<file path="config.mk">
export PLATFORM = sky130hd
export DESIGN_NAME = piso_stream_ser
export DESIGN_NICKNAME = d
export VERILOG_FILES = /design/src/rtl/piso_pkg.sv /design/src/rtl/piso_hold_buf.sv /design/src/rtl/piso_stream_ser.sv
export SDC_FILE = /design/constraint.sdc
export NUM_CORES = 1
export LEC_CHECK = 0
export CAP_MARGIN = 10
export CORE_ASPECT_RATIO = 0.8
export CORE_MARGIN = 3
export CORE_UTILIZATION = 39
export CTS_CLUSTER_DIAMETER = 30
export DETAILED_ROUTE_END_ITERATION = 8
export PLACE_DENSITY = 0.61
export SLEW_MARGIN = 20
export SYNTH_ARGS = -nofsm -noshare
export SYNTH_HDL_FRONTEND = slang
export SYNTH_HIERARCHICAL = 1
export SYNTH_SLANG_ARGS = --single-unit
</file>
<file path="constraint.sdc">
create_clock -name clk -period 3.65 [get_ports clk]
set_input_delay 0.73 -clock clk [delete_from_list [all_inputs] [get_ports clk]]
set_output_delay 0.73 -clock clk [all_outputs]
set_load 0.02 [all_outputs]
</file>
<file path="src/rtl/piso_pkg.sv">
// rtl/piso_pkg.sv - shared state type and sizing helper for the PISO stream serializer
// Contents:
//   piso_state_t : serializer FSM states (ST_IDLE, ST_SHIFT)
//   piso_cnt_w() : bit-counter width for a given word width
package piso_pkg;

   typedef enum logic {
      ST_IDLE  = 1'b0,
      ST_SHIFT = 1'b1
   } piso_state_t;

   // Counter must index bits 0..width-1; never narrower than one bit.
   function automatic int piso_cnt_w(input int width);
      return (width <= 2) ? 1 : $clog2(width);
   endfunction

endpackage

</file>
<file path="src/rtl/piso_hold_buf.sv">
// rtl/piso_hold_buf.sv - one-entry holding buffer in front of the shift register
// Ports:
//   clk, rst_n           : clock, synchronous active-low reset
//   in_valid / in_ready  : producer handshake; in_ready depends on registers only
//   in_data              : word captured on accept
//   drain                : consumer takes hold_data this cycle
//   hold_valid/hold_data : buffered word
module piso_hold_buf #(
   parameter int WIDTH = 8
) (
   input  logic             clk,
   input  logic             rst_n,
   input  logic             in_valid,
   output logic             in_ready,
   input  logic [WIDTH-1:0] in_data,
   input  logic             drain,
   output logic             hold_valid,
   output logic [WIDTH-1:0] hold_data
);

   assign in_ready = !hold_valid;

   // Accept and drain are mutually exclusive: accept needs an empty buffer,
   // drain needs a full one.
   always_ff @(posedge clk) begin
      if (!rst_n) begin
         hold_valid <= 1'b0;
         hold_data  <= '0;
      end else if (in_valid && in_ready) begin
         hold_valid <= 1'b1;
         hold_data  <= in_data;
      end else if (drain) begin
         hold_valid <= 1'b0;
      end
   end

endmodule

</file>
<file path="src/rtl/piso_stream_ser.sv">
// rtl/piso_stream_ser.sv - parametrised parallel-in/serial-out stream serializer
// Ports:
//   clk, rst_n            : clock, synchronous active-low reset
//   in_valid/in_ready     : word handshake; in_data captured on accept
//   in_data [WIDTH]       : parallel word
//   shift_en              : bit-rate strobe, consumes the current bit
//   ser_out               : serial data, IDLE_LEVEL outside a frame
//   ser_valid             : current bit consumed this cycle
//   frame_start/frame_end : level markers for first/last bit of a frame
//   busy                  : frame active or holding buffer full
module piso_stream_ser
   import piso_pkg::*;
#(
   parameter int WIDTH      = 8,
   parameter bit MSB_FIRST  = 1'b1,
   parameter bit IDLE_LEVEL = 1'b0
) (
   input  logic             clk,
   input  logic             rst_n,
   input  logic             in_valid,
   output logic             in_ready,
   input  logic [WIDTH-1:0] in_data,
   input  logic             shift_en,
   output logic             ser_out,
   output logic             ser_valid,
   output logic             frame_start,
   output logic             frame_end,
   output logic             busy
);

   localparam int               CNT_W    = piso_cnt_w(WIDTH);
   localparam logic [CNT_W-1:0] CNT_LAST = CNT_W'(WIDTH - 1);

   piso_state_t      state, state_nxt;
   logic [WIDTH-1:0] sr, sr_nxt, sr_shifted;
   logic [CNT_W-1:0] cnt, cnt_nxt;
   logic             hold_valid;
   logic [WIDTH-1:0] hold_data;
   logic             drain;
   logic             out_bit;

   piso_hold_buf #(.WIDTH(WIDTH)) u_hold (
      .clk        (clk),
      .rst_n      (rst_n),
      .in_valid   (in_valid),
      .in_ready   (in_ready),
      .in_data    (in_data),
      .drain      (drain),
      .hold_valid (hold_valid),
      .hold_data  (hold_data)
   );

   // The output end of sr is always the bit on the line; shifting moves the
   // next bit into that position.
   assign out_bit    = MSB_FIRST ? sr[WIDTH-1] : sr[0];
   assign sr_shifted = MSB_FIRST ? {sr[WIDTH-2:0], 1'b0} : {1'b0, sr[WIDTH-1:1]};
   assign busy       = (state == ST_SHIFT) | hold_valid;

   always_ff @(posedge clk) begin
      if (!rst_n) begin
         state <= ST_IDLE;
         sr    <= '0;
         cnt   <= '0;
      end else begin
         state <= state_nxt;
         sr    <= sr_nxt;
         cnt   <= cnt_nxt;
      end
   end

   always_comb begin
      state_nxt   = state;
      sr_nxt      = sr;
      cnt_nxt     = cnt;
      drain       = 1'b0;
      ser_out     = IDLE_LEVEL;
      ser_valid   = 1'b0;
      frame_start = 1'b0;
      frame_end   = 1'b0;
      unique case (state)
         ST_IDLE: begin
            if (hold_valid) begin
               drain     = 1'b1;
               sr_nxt    = hold_data;
               cnt_nxt   = '0;
               state_nxt = ST_SHIFT;
            end
         end
         ST_SHIFT: begin
            ser_out     = out_bit;
            ser_valid   = shift_en;
            frame_start = (cnt == '0);
            frame_end   = (cnt == CNT_LAST);
            if (shift_en) begin
               if (cnt == CNT_LAST) begin
                  // Reload straight from hold so the next frame follows with no gap.
                  if (hold_valid) begin
                     drain   = 1'b1;
                     sr_nxt  = hold_data;
                     cnt_nxt = '0;
                  end else begin
                     state_nxt = ST_IDLE;
                  end
               end else begin
                  sr_nxt  = sr_shifted;
                  cnt_nxt = cnt + 1'b1;
               end
            end
         end
         default: state_nxt = ST_IDLE;
      endcase
   end

endmodule
</file>
# Word-level counts from Yosys, hierarchy flattened
# Cells that the tools add are included.
# Widths: inputs -> output; s select.
dict set report word_totals {
  register_bits 21
  output_inout_bits 6
  input_bits 12
  elab_cells 35
}
dict set report classes {
  bitwise_logic 2
  eq_ne 2
  n_mux 21
  addsub 1
  n_reduce_logical 4
}
# op n
set op_table {}
lappend op_table {{$mux 8} 3}
lappend op_table {{$pmux 8 s2} 1}
lappend op_table {{$mux 1} 11}
lappend op_table {{$mux 3} 3}
lappend op_table {{$pmux 3 s2} 1}
lappend op_table {{$pmux 1 s2} 2}
lappend op_table {{$add 3x1->3 const B} 1}
lappend op_table {{$eq 3x3->1 const B} 1}
lappend op_table {{$logic_not 3->1} 1}
lappend op_table {{$ne 2x2->1 const B} 1}
lappend op_table {{$reduce_bool 2->1} 1}
lappend op_table {{$logic_and 1x1->1} 1}
lappend op_table {{$logic_not 1->1} 1}
lappend op_table {{$not 1->1} 1}
lappend op_table {{$or 1x1->1} 1}

# Logic depth before layout (Yosys ltp)
dict set report logic_depth {
  depth_word 6
  depth_mapped 6
  mapped_depth_nobuf 6
}

# Modules after synthesis
# The synthesis kept the hierarchy.
# module instances cells_each area_per_inst_um2
set by_module_without_submodules {}
lappend by_module_without_submodules {piso_stream_ser 1 67 639.4}
lappend by_module_without_submodules {piso_hold_buf 1 40 376.6}

# Least setup slack after synthesis
# OpenSTA, ideal clock, no wires.
dict set report synth_path {
  path_kind {input-to-output}
  start {in shift_en}
  end {out ser_valid}
  required_time_ns 2.920
  n_path_buf 0
  path_slack_ns 1.943
  arrival_ns 0.977
  cell_stages 1
  path_cell_list {and2_1}
}
dict set report synth_between {
  elab_chain_cells 1
}
# element line
set synth_lines {}
lappend synth_lines {{start, declared} piso_stream_ser.sv:23} ;# input logic shift_en,
lappend synth_lines {{$mux 1} piso_stream_ser.sv:80} ;# unique case (state)
lappend synth_lines {{end, declared} piso_stream_ser.sv:25} ;# output logic ser_valid,
# Every way passes these cells.

# Worst setup path after layout
# Same ends and word-level chain as after synthesis.

==> metrics <==
clk buf depth 2; io pins 18; FILL cells 227; clk slew on worst S/H paths 110 ps; Register Area 420 µm²; Buf+Inv Stages, Crit Path 2; DRT iter0 DRCs 29; most frequent cells in the layout nand2_1, dfxtp_1, clkdlybuf4s50_1; Req. time, crit path 2920 ps; die width 63.1 µm; DP Area 0.00119 mm²; gr usage total 11.7%; slowest stage delay, CP 610 ps; unrepaired setup endpoints after global routing false; Synth Net Count 123; max-cap violation count 0; Die ar. 0.00326 mm²; Hold Path Class register to register; Final Hold Violating Endpoints 0; number of gates resized after CTS 0; Pleak 0.476 nW; hold buffers post-CTS 0; Setup crit end kind primary output; WS Path Type input pin to primary output; Diodes inserted 0; final WL 1.85 mm; via/cell ratio 4.92; Worst VDD drop 182 µV; Cell variety after synth 27; min Tclk post-route 2840 ps; DRC Markers 0; count of state elements after synthesis 21; CTS H-tree lvls 1; status complete, no violations; layout cell share with drive strength beyond 1 5.69%; TritonCTS buffer count 3; post-detail-place hpwl 1.35 mm; crit path max fanout 6; CTS tree yes; design area 0.00121 mm²; initial antenna violation count 0; Crit-path slowest cell clkdlybuf4s50_1; clock root buffer clkbuf_4; first-pass GRT wire length 3.01 mm; period utilization 77.7%; DP Worst Slack 823 ps; CP delay by family, top buffers and inverters; Critical Path AT 2110 ps; Buffers on Ports 17; Starting Density 44.0%; clock skew 4.11 ps; Initial DRT Pass Iterations 4; nets 140; area grow syn2layout 19.5%; sequential element share of the synthesized area 41.4%; setup repair bufs after CTS 0; die height 51.7 µm; most frequent CP cell clkdlybuf4s50_1; Syn Area/Cell 9.50 µm²; total design power 0.452 mW; via count 773; WHS 464 ps; fin cells 157; Synth Cell Area 0.00102 mm²; TNS Setup 0 ps; Multi-input gate area 536 µm²; # placed instances 153; CTS sink cnt 21; Slew headroom 44.0%; gp weighted congestion 0.838; num rows 15; core area 0.00231 mm²; pwr dens 373 mW/mm²; number of global-route vias before repair 635; post-synthesis cell count 107; # setup viols final 0; Synth Warn # 6; final core area utilization 52.6%; Overflow after GRT 0; pin count of the biggest net entering global routing 27; Clock Latency Late Sink 300 ps; Antenna Violating Nets Remaining 0; Slew Limit Fails 0; startpoint types input pin; Fmax 353 MHz; routed length per instance 11.8 µm; Slew @ Worst Pin 837 ps; Final WS setup 815 ps; crit-path cells clkdlybuf4s50_1 -> and2_1 -> clkdlybuf4s50_1
worst paths after layout:
kind / from / to / slack (ps) / cells after the start
setup reg to reg: cnt[0] / sr[6] / 2050 / 5
hold / removal: u_hold/hold_data[0] / u_hold/hold_data[0] / 460 / 2
setup / recovery: shift_en / ser_valid / 810 / 3
hold reg to reg: u_hold/hold_data[0] / u_hold/hold_data[0] / 460 / 2
power breakdown:
group	leakage, nW	internal [mW]	switching, mW
clock network	0.0150	0.0426	0.0672
registers	0.173	0.247	0.0134
logic	0.289	0.0433	0.0385
total	0.476	0.333	0.119
registers in the layout, indices dropped and copies added (netlist names):
register / cells
u_hold/hold_valid: 1
state: 1
cnt: 3
u_hold/hold_data: 8
sr: 8
synth_stat cells:
cell type,count,area (µm²)
dfxtp_1,21,420
nor2b_2,2,17.5
inv_1,5,18.8
a21boi_0,1,7.51
clkbuf_1,1,3.75
mux2i_1,8,80.1
o221a_1,7,78.8
buf_4,2,15.0
o211a_1,1,10.0
and2_1,3,18.8
o21ai_0,1,5.00
a21oi_4,1,16.3
a31oi_1,2,12.5
a211oi_1,1,7.51
a21o_1,1,7.51
and3b_1,1,8.76
o21a_1,7,52.6
buf_6,2,22.5
nand2b_1,2,12.5
ha_1,4,50.1
o21ai_1,1,5.00
nand3b_1,4,30.0
nand3_1,2,10.0
nand2_1,21,78.8
a21oi_1,1,5.00
or2_2,1,6.26
nor2_1,4,15.0
layout make-up:
type / instances / area share (%)
Multi-Input combinational cell: 76 / 44.1
Sequential cell: 21 / 34.6
Timing Repair Buffer: 17 / 14.0
Tap cell: 34 / 3.51
Clock buffer: 4 / 2.16
Inverter: 5 / 1.55
worst reg2reg max path, delay by kind of cell, from the launching register on:
kind,cells,cell delay [ps]
adders and majority gates,2,450
AOI/OAI and AO/OA,2,380
and+or+nand+nor,1,320
DFF,1,350
kinds of logic (layout without fill, tap and decap cells):
logic type,Yosys count,after routing,synth area share (%)
adders and majority gates,4,4,4.93
buffers and inverters,10,26,5.91
and+or+nand+nor,40,40,19.5
muxes,8,8,7.88
AOI/OAI and AO/OA,24,24,20.4
DFF,21,21,41.4
routing by layer:
layer | global-route usage (%) | vias to the layer above | share of wire [%]
li1 | - | 408 | -
met3 | 5.18 | 2 | 5.2
met4 | 2.20 | 0 | 0.65
met5 | 0 | - | 0
met1 | 17.5 | 348 | 56
met2 | 14.9 | 15 | 39
Power figures use the tool's default switching activity.
==> variant 1 (config.mk and constraints unchanged) <==
`WIDTH` is set to 8 in 2 places; all go to 7.
--- a/src/rtl/piso_hold_buf.sv
+++ b/src/rtl/piso_hold_buf.sv
@@ -7,5 +7,5 @@
 //   hold_valid/hold_data : buffered word
 module piso_hold_buf #(
-   parameter int WIDTH = 8
+   parameter int WIDTH = 7
 ) (
    input  logic             clk,
--- a/src/rtl/piso_stream_ser.sv
+++ b/src/rtl/piso_stream_ser.sv
@@ -12,5 +12,5 @@
    import piso_pkg::*;
 #(
-   parameter int WIDTH      = 8,
+   parameter int WIDTH      = 7,
    parameter bit MSB_FIRST  = 1'b1,
    parameter bit IDLE_LEVEL = 1'b0
Ports: changed (resized in_data); port bits go from 18 to 17. The function was not compared with the original's and may differ.
==> variant 1 against the unedited design <==
  * Routed wire length is 9.3% higher
  * Power shrank 3.7%
  * Final area down 1.2%
  * Die area grew 1.1%
  * Worst setup slack lost 76 ps
  * Cell count stayed put
  * Sequential cell count is 2 lower
  * Area after synthesis up 1.2%
  * Critical path depth unchanged
  * Critical path type unchanged
==> variant 1: results <==
[yosys]
synth_common_cells = dfxtp_1 (19), nand2_1 (18), a21oi_1 (8)
synth.distinct_cells = 31
ys_seq_area_frac = 0.370
synth_top_area_share = 0.370
synthAdderAreaFrac = 0.0365
synthTopCellsByArea = dfxtp_1 (37%), mux2i_1 (6.8%), nand2_1 (6.6%)
synth_nets = 124
syn_inst = 110

[grt]
grt_max_degree = 25
grt_pass1_wl_microns = 3490
grt_pass1_vias = 778

[final_layout]
nFillCells = 244
layout-drive-gt1-share = 0.114
fin_nets = 138

[pwr]
swShare = 0.273
ir_drop_mv = 0.227
p_comb_uw = 93.8
pwr.group.clock_uw = 106

[drt]
wl_per_cell_microns = 12.9
drt_iter0_drc = 38
dr_total_vias = 809
met3WireLength_microns = 81
wl_met2_microns = 923
met1Wirelength_microns = 1000

[status]
status = finished clean

[critical_path]
reg2reg_setup_slack_ps = 1910
slowest_delay_ps = 630

[timing]
clock_skew_ps = 1.73
slew_headroom = 0.476

[min_path]
hp-start = u_hold/hold_data[6]
## variant 1: cell types whose count changed after synthesis, sizes merged, moves of 2 or more
| cell | delta |
|---|---|
| nand2 | -3 |
| buf | +3 |
| a21oi | +7 |
| nand3b | -4 |
| dfxtp | -2 |
| o21a | -3 |
| a21bo | +5 |
| mux2 | +2 |
| inv | +2 |
## variant 1: layout make-up
type | instances | area [sq um] | area share
multi-input combinational | 77 | 563 | 0.470
sequential | 19 | 380 | 0.317
timing repair buffer | 16 | 160 | 0.134
tap | 34 | 42.5 | 0.0355
clock buffer | 4 | 26.3 | 0.0219
inverter | 7 | 26.3 | 0.0219
## variant 1: per-stage QoR
stage / hold WS, ps / setup WS (ps) / cell area, sq um / power, mW
after floorplan: 430 / 1810 / 1030 / 0.306
after global placement: 444 / 749 / 1170 / 0.332
after detailed placement: 455 / 742 / 1170 / 0.335
after CTS: 472 / 739 / 1200 / 0.444
after global routing: 494 / 696 / 1200 / 0.465
final: 465 / 739 / 1200 / 0.436
==> variant 2 (same settings) <==
Made on the original files. Reset style: asynchronous (`rst_n`), changed in 2 clocked blocks. Comments in the files are not updated.
--- a/src/rtl/piso_hold_buf.sv
+++ b/src/rtl/piso_hold_buf.sv
@@ -23,5 +23,5 @@
    // Accept and drain are mutually exclusive: accept needs an empty buffer,
    // drain needs a full one.
-   always_ff @(posedge clk) begin
+   always_ff @(posedge clk or negedge rst_n) begin
       if (!rst_n) begin
          hold_valid <= 1'b0;
--- a/src/rtl/piso_stream_ser.sv
+++ b/src/rtl/piso_stream_ser.sv
@@ -57,5 +57,5 @@
    assign busy       = (state == ST_SHIFT) | hold_valid;
 
-   always_ff @(posedge clk) begin
+   always_ff @(posedge clk or negedge rst_n) begin
       if (!rst_n) begin
          state <= ST_IDLE;
Behaviour: differs if rst_n is asserted again (counterexample within 4 cycles, from zero or initial values and one cycle with rst_n low); with rst_n held inactive, the same outputs for 10 cycles.
==> variant 2 against the unedited design <==
  * Final area increased by 10%
  * Worst setup slack improved by 61 ps
  * Count of clock-buffer cells in the layout decreased by 1
  * Sequential cell count unchanged
  * Routed wire length increased by 8.2%
  * Critical path depth increased by 1
  * Global-route usage increased by 1.3 points
  * Area after synthesis increased by 9.5%
  * Critical path type unchanged
Power is not compared: it rests on default switching activity, and its combinational part moved more than twofold at a synthesized area within 25%.
==> variant 2: results <==
[status]
status = finished clean

[drt]
totalWireLength_microns = 2000
drt_iter0_drc = 22
wl_per_cell_microns = 13.3
dr_total_vias = 712

[grt]
grt_pass1_wl_microns = 3300
use_met1 = 0.155
grtUsageTotal = 0.130
met3_usage = 0.0501
use_met2 = 0.218
grt_max_degree = 22

[pwr]
ir_drop_mv = 0.214

[timing]
clock_skew_ps = 10.6
slew_headroom = 0.367
finalHoldViolCount = 0

[min_path]
hp-start = u_hold/hold_data[0]
whs_path_depth = 1

[clock_network]
insertion_delay_ps = 320
path_clk_slew_ps = 130
postCtsSetupBuffers = 0

[yosys]
synth_async_sr_flop_share = 1.00
synth.distinct_cells = 23
synth_nets = 110
syn_inst = 94
synthTopCellsByArea = dfrtp_1 (47%), mux2_4 (11%), a221oi_2 (9.4%)
synth_common_cells = dfrtp_1 (21), inv_1 (18), nor2_1 (10)
ys_seq_area_frac = 0.472

[placed_design]
dp.cells = 146
dp_hpwl_microns = 1410
dpl-instance-area_sq_um = 1310
routabilityCongestion = 0.696
pre_cts_slack_ps = 877

[critical_path]
r2r-start = cnt[0]
critical_path.startpoint = shift_en
cp_max_fo = 5
cp.arrival_ps = 2040

[final_layout]
nFillCells = 228
layout-drive-gt1-share = 0.211
==> variant 2: cell types whose count changed after synthesis, moves of 6 or more <==
cell / unedited run / this run
o221a_1: 7 / 0
o21a_1: 7 / 0
dfrtp_1: 0 / 21
inv_1: 5 / 18
nor2_1: 4 / 10
dfxtp_1: 21 / 0
a221oi_2: 0 / 7
mux2i_1: 8 / 0
mux2_4: 0 / 8
nand2_1: 21 / 4
==> variant 2: path summary, 6_finish.rpt <==
kind	endpoint	slack, ps
worst min-delay path	u_hold/hold_data[0]	530
worst max-delay path	ser_valid	880
worst max register to register	sr[5]	1950
min in group asynchronous	cnt[1]	920
worst min register to register	u_hold/hold_data[0]	530
max in group asynchronous	u_hold/hold_data[4]	2150
==> variant 2: power by group through the flow <==
stage                     Combinational [mW]  Sequential, mW  Clock, mW
final                                  0.364           0.407      0.118
after global routing                   0.403           0.421      0.128
after CTS                              0.370           0.408      0.122
after detailed placement               0.368           0.411          0
after global placement                 0.357           0.406          0
after floorplan                        0.285           0.391          0
==> variant 2: kinds of logic after synthesis <==
group                    Yosys count  share of synthesized area
AND/OR/NAND/NOR                   24                      0.111
flip-flops                        21                      0.472
buffers and inverters             20                     0.0810
AO/OA/AOI/OAI                     17                      0.182
multiplexers                       8                      0.108
adder cells (fa/ha/maj)            4                     0.0450
==> variant 2: worst max-delay path, cell delays in order <==
cell and delay, ps:
clkdlybuf4s50_1 550, nand2_1 100, inv_1 70, clkdlybuf4s50_1 590
==> variant 2: area by class of cell <==
cell class	instances	area (sq um)	share of cell area
inverter	18	67.6	0.0504
timing repair buffer	18	178	0.133
tap	36	45.0	0.0336
sequential	21	526	0.392
clock buffer	3	22.5	0.0168
clock inverter	1	5.00	0.00373
multi-input combinational	53	497	0.371
==> variant 2: metal layers <==
| layer | vias to the layer above | part of all wire |
|---|---|---|
| met5 | - | 0 |
| met4 | 0 | 0.0050 |
| met3 | 2 | 0.053 |
| met2 | 17 | 0.46 |
| met1 | 344 | 0.48 |
| li1 | 349 | - |
